`src/rtl/fetch_buffer.sv`:
```
// ---------------------------------------------------------------------------
// fetch_buffer
//   Instruction-fetch front end for the IF/ID register. Owns the PC, issues
//   one request at a time to a variable-latency instruction memory, and
//   queues returned instructions together with their NPC in a small FIFO so
//   that decode stalls do not stop fetch. A taken-branch redirect flushes the
//   FIFO and discards any return belonging to the wrong path.
//
// Parameters
//   DEPTH     FIFO entries (power of two, >= 2)
//   RESET_PC  PC loaded at reset (word aligned)
//
// Ports
//   clk          rising-edge clock
//   reset        asynchronous, active-low reset
//   imem_req     fetch request (registered)
//   imem_addr    word address being fetched, stable while imem_req=1
//   imem_ack     memory returns imem_data this cycle (ignored if !imem_req)
//   imem_data    instruction word, valid with imem_ack
//   redirect     taken branch/jump
//   redirect_pc  branch target (low 2 bits ignored)
//   stall        downstream cannot accept this cycle
//   valid        IR/NPC hold a real instruction
//   IR           FIFO head instruction, 0 when !valid
//   NPC          head instruction address + 4, 0 when !valid
// ---------------------------------------------------------------------------
module fetch_buffer #(
   parameter int unsigned DEPTH    = 4,
   parameter logic [31:0] RESET_PC = 32'h0000_0000
) (
   input  logic        clk,
   input  logic        reset,
   output logic        imem_req,
   output logic [31:0] imem_addr,
   input  logic        imem_ack,
   input  logic [31:0] imem_data,
   input  logic        redirect,
   input  logic [31:0] redirect_pc,
   input  logic        stall,
   output logic        valid,
   output logic [31:0] IR,
   output logic [31:0] NPC
);

   localparam int unsigned   PW      = (DEPTH > 1) ? $clog2(DEPTH) : 1;
   localparam int unsigned   CW      = PW + 1;
   localparam logic [CW-1:0] DEPTH_C = CW'(DEPTH);

   // IDLE: nothing outstanding. WAIT: outstanding, result will be kept.
   // DROP: outstanding, result belongs to a flushed path and is discarded.
   typedef enum logic [1:0] {
      S_IDLE = 2'd0,
      S_WAIT = 2'd1,
      S_DROP = 2'd2
   } state_t;

   state_t                   state_q,   state_d;
   logic [31:0]              pc_q,      pc_d;
   logic                     req_q,     req_d;
   logic [31:0]              addr_q,    addr_d;
   logic [DEPTH-1:0][31:0]   ir_mem_q,  ir_mem_d;
   logic [DEPTH-1:0][31:0]   npc_mem_q, npc_mem_d;
   logic [PW-1:0]            rd_ptr_q,  rd_ptr_d;
   logic [PW-1:0]            wr_ptr_q,  wr_ptr_d;
   logic [CW-1:0]            count_q,   count_d;

   logic        push;
   logic        pop;
   logic        space;
   logic [31:0] pc_inc;
   logic [31:0] tgt_pc;
   logic        unused_pc_lsbs;

   assign pc_inc         = pc_q + 32'd4;   // wraps modulo 2^32
   assign tgt_pc         = {redirect_pc[31:2], 2'b00};
   assign unused_pc_lsbs = ^redirect_pc[1:0];

   // ------------------------------------------------------------------
   // FIFO: push only for a kept return, pop when the head is accepted.
   // A redirect empties the queue outright and wins over push and pop.
   // ------------------------------------------------------------------
   always_comb begin
      pop       = (count_q != '0) && !stall;
      push      = (state_q == S_WAIT) && imem_ack && !redirect;
      ir_mem_d  = ir_mem_q;
      npc_mem_d = npc_mem_q;
      rd_ptr_d  = rd_ptr_q;
      wr_ptr_d  = wr_ptr_q;
      count_d   = count_q;

      if (redirect) begin
         rd_ptr_d = '0;
         wr_ptr_d = '0;
         count_d  = '0;
      end else begin
         if (push) begin
            // In WAIT the PC always equals the address being fetched.
            ir_mem_d[wr_ptr_q]  = imem_data;
            npc_mem_d[wr_ptr_q] = pc_inc;
            wr_ptr_d            = wr_ptr_q + 1'b1;
         end
         if (pop) begin
            rd_ptr_d = rd_ptr_q + 1'b1;
         end
         case ({push, pop})
            2'b10:   count_d = count_q + 1'b1;
            2'b01:   count_d = count_q - 1'b1;
            default: count_d = count_q;
         endcase
      end

      // A new request may only go out if a slot is reserved for its data,
      // judged on the occupancy after this edge's push/pop/flush.
      space = (count_d < DEPTH_C);
   end

   // ------------------------------------------------------------------
   // Fetch sequencer
   // ------------------------------------------------------------------
   always_comb begin
      state_d = state_q;
      pc_d    = pc_q;
      req_d   = req_q;
      addr_d  = addr_q;

      case (state_q)
         S_IDLE: begin
            if (redirect) begin
               pc_d = tgt_pc;
            end else if (space) begin
               req_d   = 1'b1;
               addr_d  = pc_q;
               state_d = S_WAIT;
            end
         end

         S_WAIT: begin
            if (redirect) begin
               pc_d = tgt_pc;
               if (imem_ack) begin
                  req_d   = 1'b0;
                  state_d = S_IDLE;
               end else begin
                  // Memory still owes us this word; keep the handshake on
                  // the old address and throw the data away when it lands.
                  state_d = S_DROP;
               end
            end else if (imem_ack) begin
               pc_d = pc_inc;
               if (space) begin
                  addr_d = pc_inc;   // back-to-back fetch
               end else begin
                  req_d   = 1'b0;
                  state_d = S_IDLE;
               end
            end
         end

         S_DROP: begin
            if (imem_ack) begin
               if (redirect) begin
                  pc_d    = tgt_pc;
                  req_d   = 1'b0;
                  state_d = S_IDLE;
               end else if (space) begin
                  addr_d  = pc_q;
                  state_d = S_WAIT;
               end else begin
                  req_d   = 1'b0;
                  state_d = S_IDLE;
               end
            end else if (redirect) begin
               pc_d = tgt_pc;
            end
         end

         default: begin
            state_d = S_IDLE;
            req_d   = 1'b0;
         end
      endcase
   end

   always_ff @(posedge clk or negedge reset) begin
      if (!reset) begin
         state_q   <= S_IDLE;
         pc_q      <= RESET_PC;
         req_q     <= 1'b0;
         addr_q    <= RESET_PC;
         ir_mem_q  <= '0;
         npc_mem_q <= '0;
         rd_ptr_q  <= '0;
         wr_ptr_q  <= '0;
         count_q   <= '0;
      end else begin
         state_q   <= state_d;
         pc_q      <= pc_d;
         req_q     <= req_d;
         addr_q    <= addr_d;
         ir_mem_q  <= ir_mem_d;
         npc_mem_q <= npc_mem_d;
         rd_ptr_q  <= rd_ptr_d;
         wr_ptr_q  <= wr_ptr_d;
         count_q   <= count_d;
      end
   end

   // Outputs are decoded from registers only.
   assign imem_req  = req_q;
   assign imem_addr = addr_q;
   assign valid     = (count_q != '0);
   assign IR        = valid ? ir_mem_q[rd_ptr_q]  : 32'h0;
   assign NPC       = valid ? npc_mem_q[rd_ptr_q] : 32'h0;

endmodule

```
`config.mk`:
```
export PLATFORM = sky130hd
export DESIGN_NAME = fetch_buffer
export DESIGN_NICKNAME = d
export VERILOG_FILES = /design/src/rtl/fetch_buffer.sv
export SDC_FILE = /design/constraint.sdc
export NUM_CORES = 1
export LEC_CHECK = 0
export CAP_MARGIN = 20
export CORE_ASPECT_RATIO = 1.5
export CORE_MARGIN = 2
export CORE_UTILIZATION = 52
export DETAILED_ROUTE_END_ITERATION = 7
export GPL_ROUTABILITY_DRIVEN = 0
export PLACE_DENSITY = 0.77
export SETUP_SLACK_MARGIN = 0.05
export SLEW_MARGIN = 20
export SYNTH_ARGS = -nofsm -noshare
export SYNTH_HDL_FRONTEND = slang
export SYNTH_SLANG_ARGS = --single-unit
```
`constraint.sdc`:
```
create_clock -name clk -period 3.6 [get_ports clk]
set_clock_uncertainty 0.2 [all_clocks]
set_input_delay 0.72 -clock clk [delete_from_list [all_inputs] [get_ports clk]]
set_output_delay 0.72 -clock clk [all_outputs]
set_load 0.05 [all_outputs]
```
==> impl_metrics.yaml, run 1 <==
status:
  outcome: "complete, no violations"
worst_setup_path:
  worst-endpoint-arrival_ns: 3.68
  critPathKind: "reg -> reg"
  critPathMaxFanout: 7
  worstSetupEndpointType: "register"
  worst-endpoint-required_ns: 3.84
  timing.critical_path.cells: "inv_2 -> ha_2 -> nand2_2 -> nor2_4 -> inv_1 -> ha_1 -> xor2_1 -> ha_2 -> a21oi_2 -> mux2_4 -> xor2_2 -> nor4_4 -> buf_6 -> buf_6 -> mux2_2"
  cp_max_stage_cell: "dfrtp_2"
  start_kind: "register"
  longest_individual_stage_delay_on_the_worst_path_ns: 0.43
timing:
  worstMarginPinSlew_ns: 0.7836
  report.final.slew_viol_count: 0
  final.min_clock_period_ns: 3.439
  setup_slack_ns: 0.1605
  maxSlewHeadroom_pct: 47.76
  grt_setup_unrepaired: "false"
  report.final.setup_viol: 0
  report.final.hold_viol_count: 0
  upper_clock_frequency_limit_mhz: 290.7
  timing.final.crit_share_pct: 95.54
finish:
  final-instance-count-excl-fill: 1850
  postLayoutCellArea_um2: 18570
  layout.nets: 1516
  insertedDiodeCount: 0
  drive_gt1_share_pct: 26.60
  final_core_util_pct: 63.00
  layout-area-overhead-vs-synth_pct: 19.65
floorplanning:
  coreArea_um2: 29480
  die_width_um: 145.1
  fp.dieH_um: 215.6
  design.die.area_um2: 31280
  start_util_pct: 52.66
  io_pins: 167
  row_count: 77
route:
  routed_via_density: 5.751
  dr_total_vias: 10640
  detail_route.iter0.violations: 592
  postRouteWirelength_um: 35280
  final_antenna_net_count: 0
  routed_wire_length_per_instance_um: 19.07
  drcViolationCount: 0
  drtPass1Iterations: 5
synthesis:
  ys_ff_latch: 318
  asyncSetResetFlopFracSynth_pct: 100.0
  synth_enable_flop_cells: 0
  synth_top_cell_area_share_pct: 51.26
  ys_seq_area_share_pct: 51.26
  synth.avg_cell_area_um2: 11.90
  post_synth_inst_count: 1305
  ys_top_cells_by_area: "dfrtp_1, mux2_2, mux4_2"
  cell_area_synth_um2: 15520
  synth.largest_area_cell: "dfrtp_1"
  synthMostInstantiatedCell: "dfrtp_1"
  yosysWarnings: 0
  synthTopCellsByCount: "dfrtp_1, mux2_2, nand2_1"
  yosys_most_used_dff: "dfrtp_1"
  synth_cell_type_count: 55
clock_tree:
  cts_max_path_buffers: 3
  cts_root_buf: "clkbuf_16"
  clk_latency_ns: 0.56
  cts_buffers: 29
  htreeDepth: 1
  clock_sinks: 318
  tritoncts_clock_tree: "built"
  clk_pin_slew_worst_paths_ns: 0.07
grt:
  largest_net_degree_at_the_start_of_global_routing: 99
  grt.total_usage_pct: 22.50
  antenna_found_initial: 0
  first_pass_grt_wire_length_um: 57430
  first_global_vias: 11140
  global_route.overflow_total: 0
placement:
  numPortBuffers: 160
  placed_cells: 1792
  post-dp-hpwl_um: 22860
  dp_slack_ns: -0.2603
  placedInstanceArea_um2: 17500
pwr:
  power.density_nw_per_um2: 763.1
  max-vdd-ir-drop_mv: 0.6719
  leakage_power_figure_uw: 0.008076
  post-layout-total-power_uw: 14170
job:
  timing.max_cap.violations: 0
worst_hold_path:
  type_of_the_tightest_min_delay_check: "in -> async"
[sequential cells by signal, summed over array words and instances (netlist names)]
| signal | flops |
|---|---|
| rd_ptr_q | 2 |
| pc_q | 30 |
| imem_addr | 30 |
| imem_req | 1 |
| count_q | 3 |
| state_q | 2 |
| npc_mem_q | 120 |
| wr_ptr_q | 2 |
| ir_mem_q | 128 |
[power breakdown]
part | switching, uW | leakage, uW | internal, uW
clock | 1330 | 0.000480 | 1850
combinational | 2640 | 0.00350 | 2410
sequential | 983 | 0.00410 | 4950
total | 4960 | 0.00808 | 9210
[through the flow]
stage | hold slack [ns] | setup TNS (ns)
3_5_place_dp | 0.2685 | -7.472
2_1_floorplan | 0.2244 | 0
5_1_grt | 0.07184 | 0
4_1_cts | 0.03366 | 0
6_report | 0.01276 | 0
3_3_place_gp | 0.2552 | -7.205
[cell usage in the layout (no fill, tap or decap), types with 6 or more instances in the layout]
cell	Yosys	layout
nand3_1	22	22
buf_12	0	12
clkbuf_1	60	8
clkbuf_16	0	31
mux4_2	62	62
nor2_1	34	33
nor2b_1	64	64
a21oi_1	28	26
xnor2_1	37	37
o21ai_0	126	126
dfrtp_1	318	314
clkdlybuf4s50_1	0	104
nor4_1	14	14
buf_4	14	64
inv_1	16	15
a31oi_1	6	6
mux2_2	163	163
nand4_1	14	14
ha_1	13	11
nor3_2	5	6
dlygate4sd2_1	0	17
nand2_1	153	148
o21ai_1	8	8
nor3_1	12	10
xor2_1	24	24
[cell type report]
cell class                 instances  area, um2
clock inverter                    11      162.7
clock buffer                      41      810.8
fill                            2318      10910
multi-input combinational        866       7068
timing repair buffer             203       2013
inverter                          16      60.06
sequential                       318       7965
tap                              395      494.2
[kinds of logic (layout without fill, tap and decap cells)]
group	count (synthesis)	after routing	synth area share (%)
simple gates	351	351	11.82
fa+ha+maj	13	13	1.048
xor+xnor	62	62	3.546
buf+inv	124	271	3.724
other cells	1	4	0.02416
compound gates	206	206	7.399
flops	318	318	51.26
mux	230	230	21.17
[worst paths after layout]
kind / startpoint / end / slack, ns / depth (start not counted)
min in group clk: npc_mem_q[6]$_DFFE_PN0P_ / npc_mem_q[6]$_DFFE_PN0P_ / 0.28 / 2
max in group asynchronous: reset / ir_mem_q[33]$_DFFE_PN0P_ / 2.34 / 2
setup reg to reg: state_q[1]$_DFFE_PN0P_ / imem_addr[11]$_DFFE_PN0P_ / 0.16 / 15
hold reg to reg: npc_mem_q[6]$_DFFE_PN0P_ / npc_mem_q[6]$_DFFE_PN0P_ / 0.28 / 2
setup / recovery: state_q[1]$_DFFE_PN0P_ / imem_addr[11]$_DFFE_PN0P_ / 0.16 / 15
hold / removal: reset / count_q[2]$_DFF_PN0_ / 0.01 / 1
[critical path, delay by kind of cell (launching register included)]
family / cells / cell delay, ns
compound gates: 1 / 0.12
xor+xnor: 2 / 0.32
fa+ha+maj: 3 / 0.57
buf+inv: 4 / 0.51
flops: 1 / 0.43
mux: 2 / 0.68
simple gates: 3 / 0.48
[metal layers]
layer / GRT usage [%] / vias up / share of wire [%]
met3: 2.622 / 63 / 4.3
met1: 27.76 / 5401 / 39
met4: 8.562 / 0 / 2.9
li1: - / 4866 / -
met2: 40.68 / 309 / 54
met5: 0 / - / 0
[what timing repair did]
action | CTS | global route
endpoints found under the hold margin | 0 | 0
cloned | 0 | 3
pin swaps | 0 | 2
endpoints found under the setup margin | 55 | 51
buffers inserted | 0 | 3
hold buffers | 0 | 0
resized for setup | 20 | 12
Power figures use the tool's default switching activity.
==> run 2: changes to the inputs <==
Settings changed: CORE_UTILIZATION 52 to 30, PLACE_DENSITY 0.77 to not set.
Clock period 3.6 ns to 4.2 ns, I/O delays scaled along.
==> impl_metrics.yaml, run 2 (synthesis gave the netlist of run 1 again) <==
route:
  routed_wire_length_per_instance_um: 18.48
  postRouteWirelength_um: 39430
  drtPass1Iterations: 5
  routed_via_density: 4.895
  dr_total_vias: 10440
  final_antenna_net_count: 0
  drcViolationCount: 0
  detail_route.iter0.violations: 444
worst_setup_path:
  worstSetupEndpointType: "output pin"
  worst-r2r-cell-count: 14
  critPathMaxFanout: 20
  launch_point_of_the_worst_reg_to_reg_path: "state_q[1]$_DFFE_PN0P_"
  start_kind: "register"
  critPathKind: "reg -> out"
  r2r_end: "imem_addr[27]$_DFFE_PN0P_"
  worst-endpoint-required_ns: 3.16
  worst-endpoint-arrival_ns: 2.94
  timing.reg2reg.setup_slack_ns: 0.66
timing:
  worstMarginPinSlew_ns: 0.7885
  final.min_clock_period_ns: 3.982
  timing.final.crit_share_pct: 94.81
  upper_clock_frequency_limit_mhz: 251.1
  setup-tns-final_ns: 0
  setup_slack_ns: 0.2181
  report.final.slew_viol_count: 0
  report.final.setup_viol: 0
  report.final.hold_viol_count: 0
  maxSlewHeadroom_pct: 46.95
  grt_setup_unrepaired: "false"
grt:
  first_pass_grt_wire_length_um: 62620
  antenna_found_initial: 0
  global_route.overflow_total: 0
  largest_net_degree_at_the_start_of_global_routing: 92
  grt.total_usage_pct: 14.90
  first_global_vias: 11080
pwr:
  post-layout-total-power_uw: 12630
  leakage_power_figure_uw: 0.007971
  power.density_nw_per_um2: 659.3
  max-vdd-ir-drop_mv: 0.4200
clock_tree:
  tritoncts_clock_tree: "built"
  clock_sinks: 318
  clk_latency_ns: 0.52
  postCtsSetupRepairBufs: 0
  cts_max_path_buffers: 3
  htreeDepth: 2
  ctsResizeCount: 0
  cts_root_buf: "clkbuf_16"
  cts_buffers: 35
  clk_pin_slew_worst_paths_ns: 0.06
  post_cts_hold_buffer_count: 0
status:
  outcome: "complete, no violations"
floorplanning:
  fp.dieH_um: 282.6
  design.die.area_um2: 53620
  die_width_um: 189.7
  io_pins: 167
  row_count: 102
  coreArea_um2: 51430
  start_util_pct: 30.18
finish:
  largest_registers: "ir_mem_q x128, npc_mem_q x120"
  final_core_util_pct: 37.24
  layout.nets: 1514
  layout-area-overhead-vs-synth_pct: 23.37
  final-instance-count-excl-fill: 2133
  most-common-layout-cells: "dfrtp_1, mux2_2, clkdlybuf4s50_1"
  layout_commonest_cell: "dfrtp_1"
  drive_gt1_share_pct: 23.75
  largest-register: "ir_mem_q"
  max_reg_flops: 128
  insertedDiodeCount: 0
placement:
  numPortBuffers: 160
  placed_cells: 2071
  post-dp-hpwl_um: 26550
  dp_slack_ns: 0.1095
job:
  timing.max_cap.violations: 0
worst_hold_path:
  type_of_the_tightest_min_delay_check: "in -> async"
run 2: changes by cell type in the layout (fill, tap and decap cells not counted), moves of 2 or more:
| cell | before | now |
|---|---|---|
| clkdlybuf4s50_1 | 104 | 159 |
| buf_4 | 64 | 23 |
| dlygate4sd2_1 | 17 | 0 |
| clkbuf_16 | 31 | 37 |
| clkbuf_1 | 8 | 5 |
| clkbuf_8 | 4 | 7 |
| dfrtp_2 | 3 | 0 |
| buf_6 | 2 | 0 |
| clkinvlp_4 | 0 | 2 |
| dfrtp_1 | 314 | 316 |
| ha_1 | 11 | 13 |
| ha_2 | 2 | 0 |
run 2: per-layer routing:
| metal | routed length, um | track usage [%] |
|---|---|---|
| met2 | 19990 | 26.50 |
| met3 | 1556 | 2.109 |
| met1 | 16760 | 18.36 |
| met5 | 0 | 0 |
| met4 | 1128 | 5.406 |
run 2: worst max-delay path, stage by stage, from the launching register on:
cell	delay [ns]
dfrtp_4	0.68
buf_12	0.27
mux4_2	0.58
nor2b_1	0.16
clkdlybuf4s50_1	0.71
run 2: metrics by stage:
| step | hold WS, ns | instance area (um2) |
|---|---|---|
| final | 0.1355 | 19150 |
| after global routing | 0.1852 | 19150 |
| after CTS | 0.1581 | 19150 |
| after detailed placement | 0.2659 | 17930 |
| after global placement | 0.2556 | 17930 |
| after floorplan | 0.2446 | 15530 |
run 2: worst max-delay path by stage:
stage | slack [ns] | startpoint | cells past startpoint | endpoint
2_1_floorplan | 0.51 | redirect | 12 | imem_addr[22]$_DFFE_PN0P_
3_3_place_gp | 0.12 | imem_ack | 13 | imem_addr[25]$_DFFE_PN0P_
3_5_place_dp | 0.11 | imem_ack | 13 | imem_addr[28]$_DFFE_PN0P_
4_1_cts | 0.11 | rd_ptr_q[0]$_DFFE_PN0P_ | 4 | NPC[19]
5_1_grt | 0.07 | rd_ptr_q[0]$_DFFE_PN0P_ | 4 | NPC[19]
6_report | 0.22 | rd_ptr_q[0]$_DFFE_PN0P_ | 4 | NPC[19]
run 2: area by class of cell:
cell class | count | area (um2)
multi-input cells | 866 | 7043
clock buffers | 49 | 1041
inverters | 16 | 60.06
fillers | 4986 | 32280
clock inverters | 13 | 177.7
repair buffers | 195 | 2019
flip-flops and latches | 318 | 7965
well taps | 676 | 845.8
run 2: power breakdown:
group          leakage, uW  internal [uW]  switching, uW
clock             0.000597           1980           1270
sequential         0.00410           4250            861
combinational      0.00327           2020           2250
total              0.00797           8240           4380
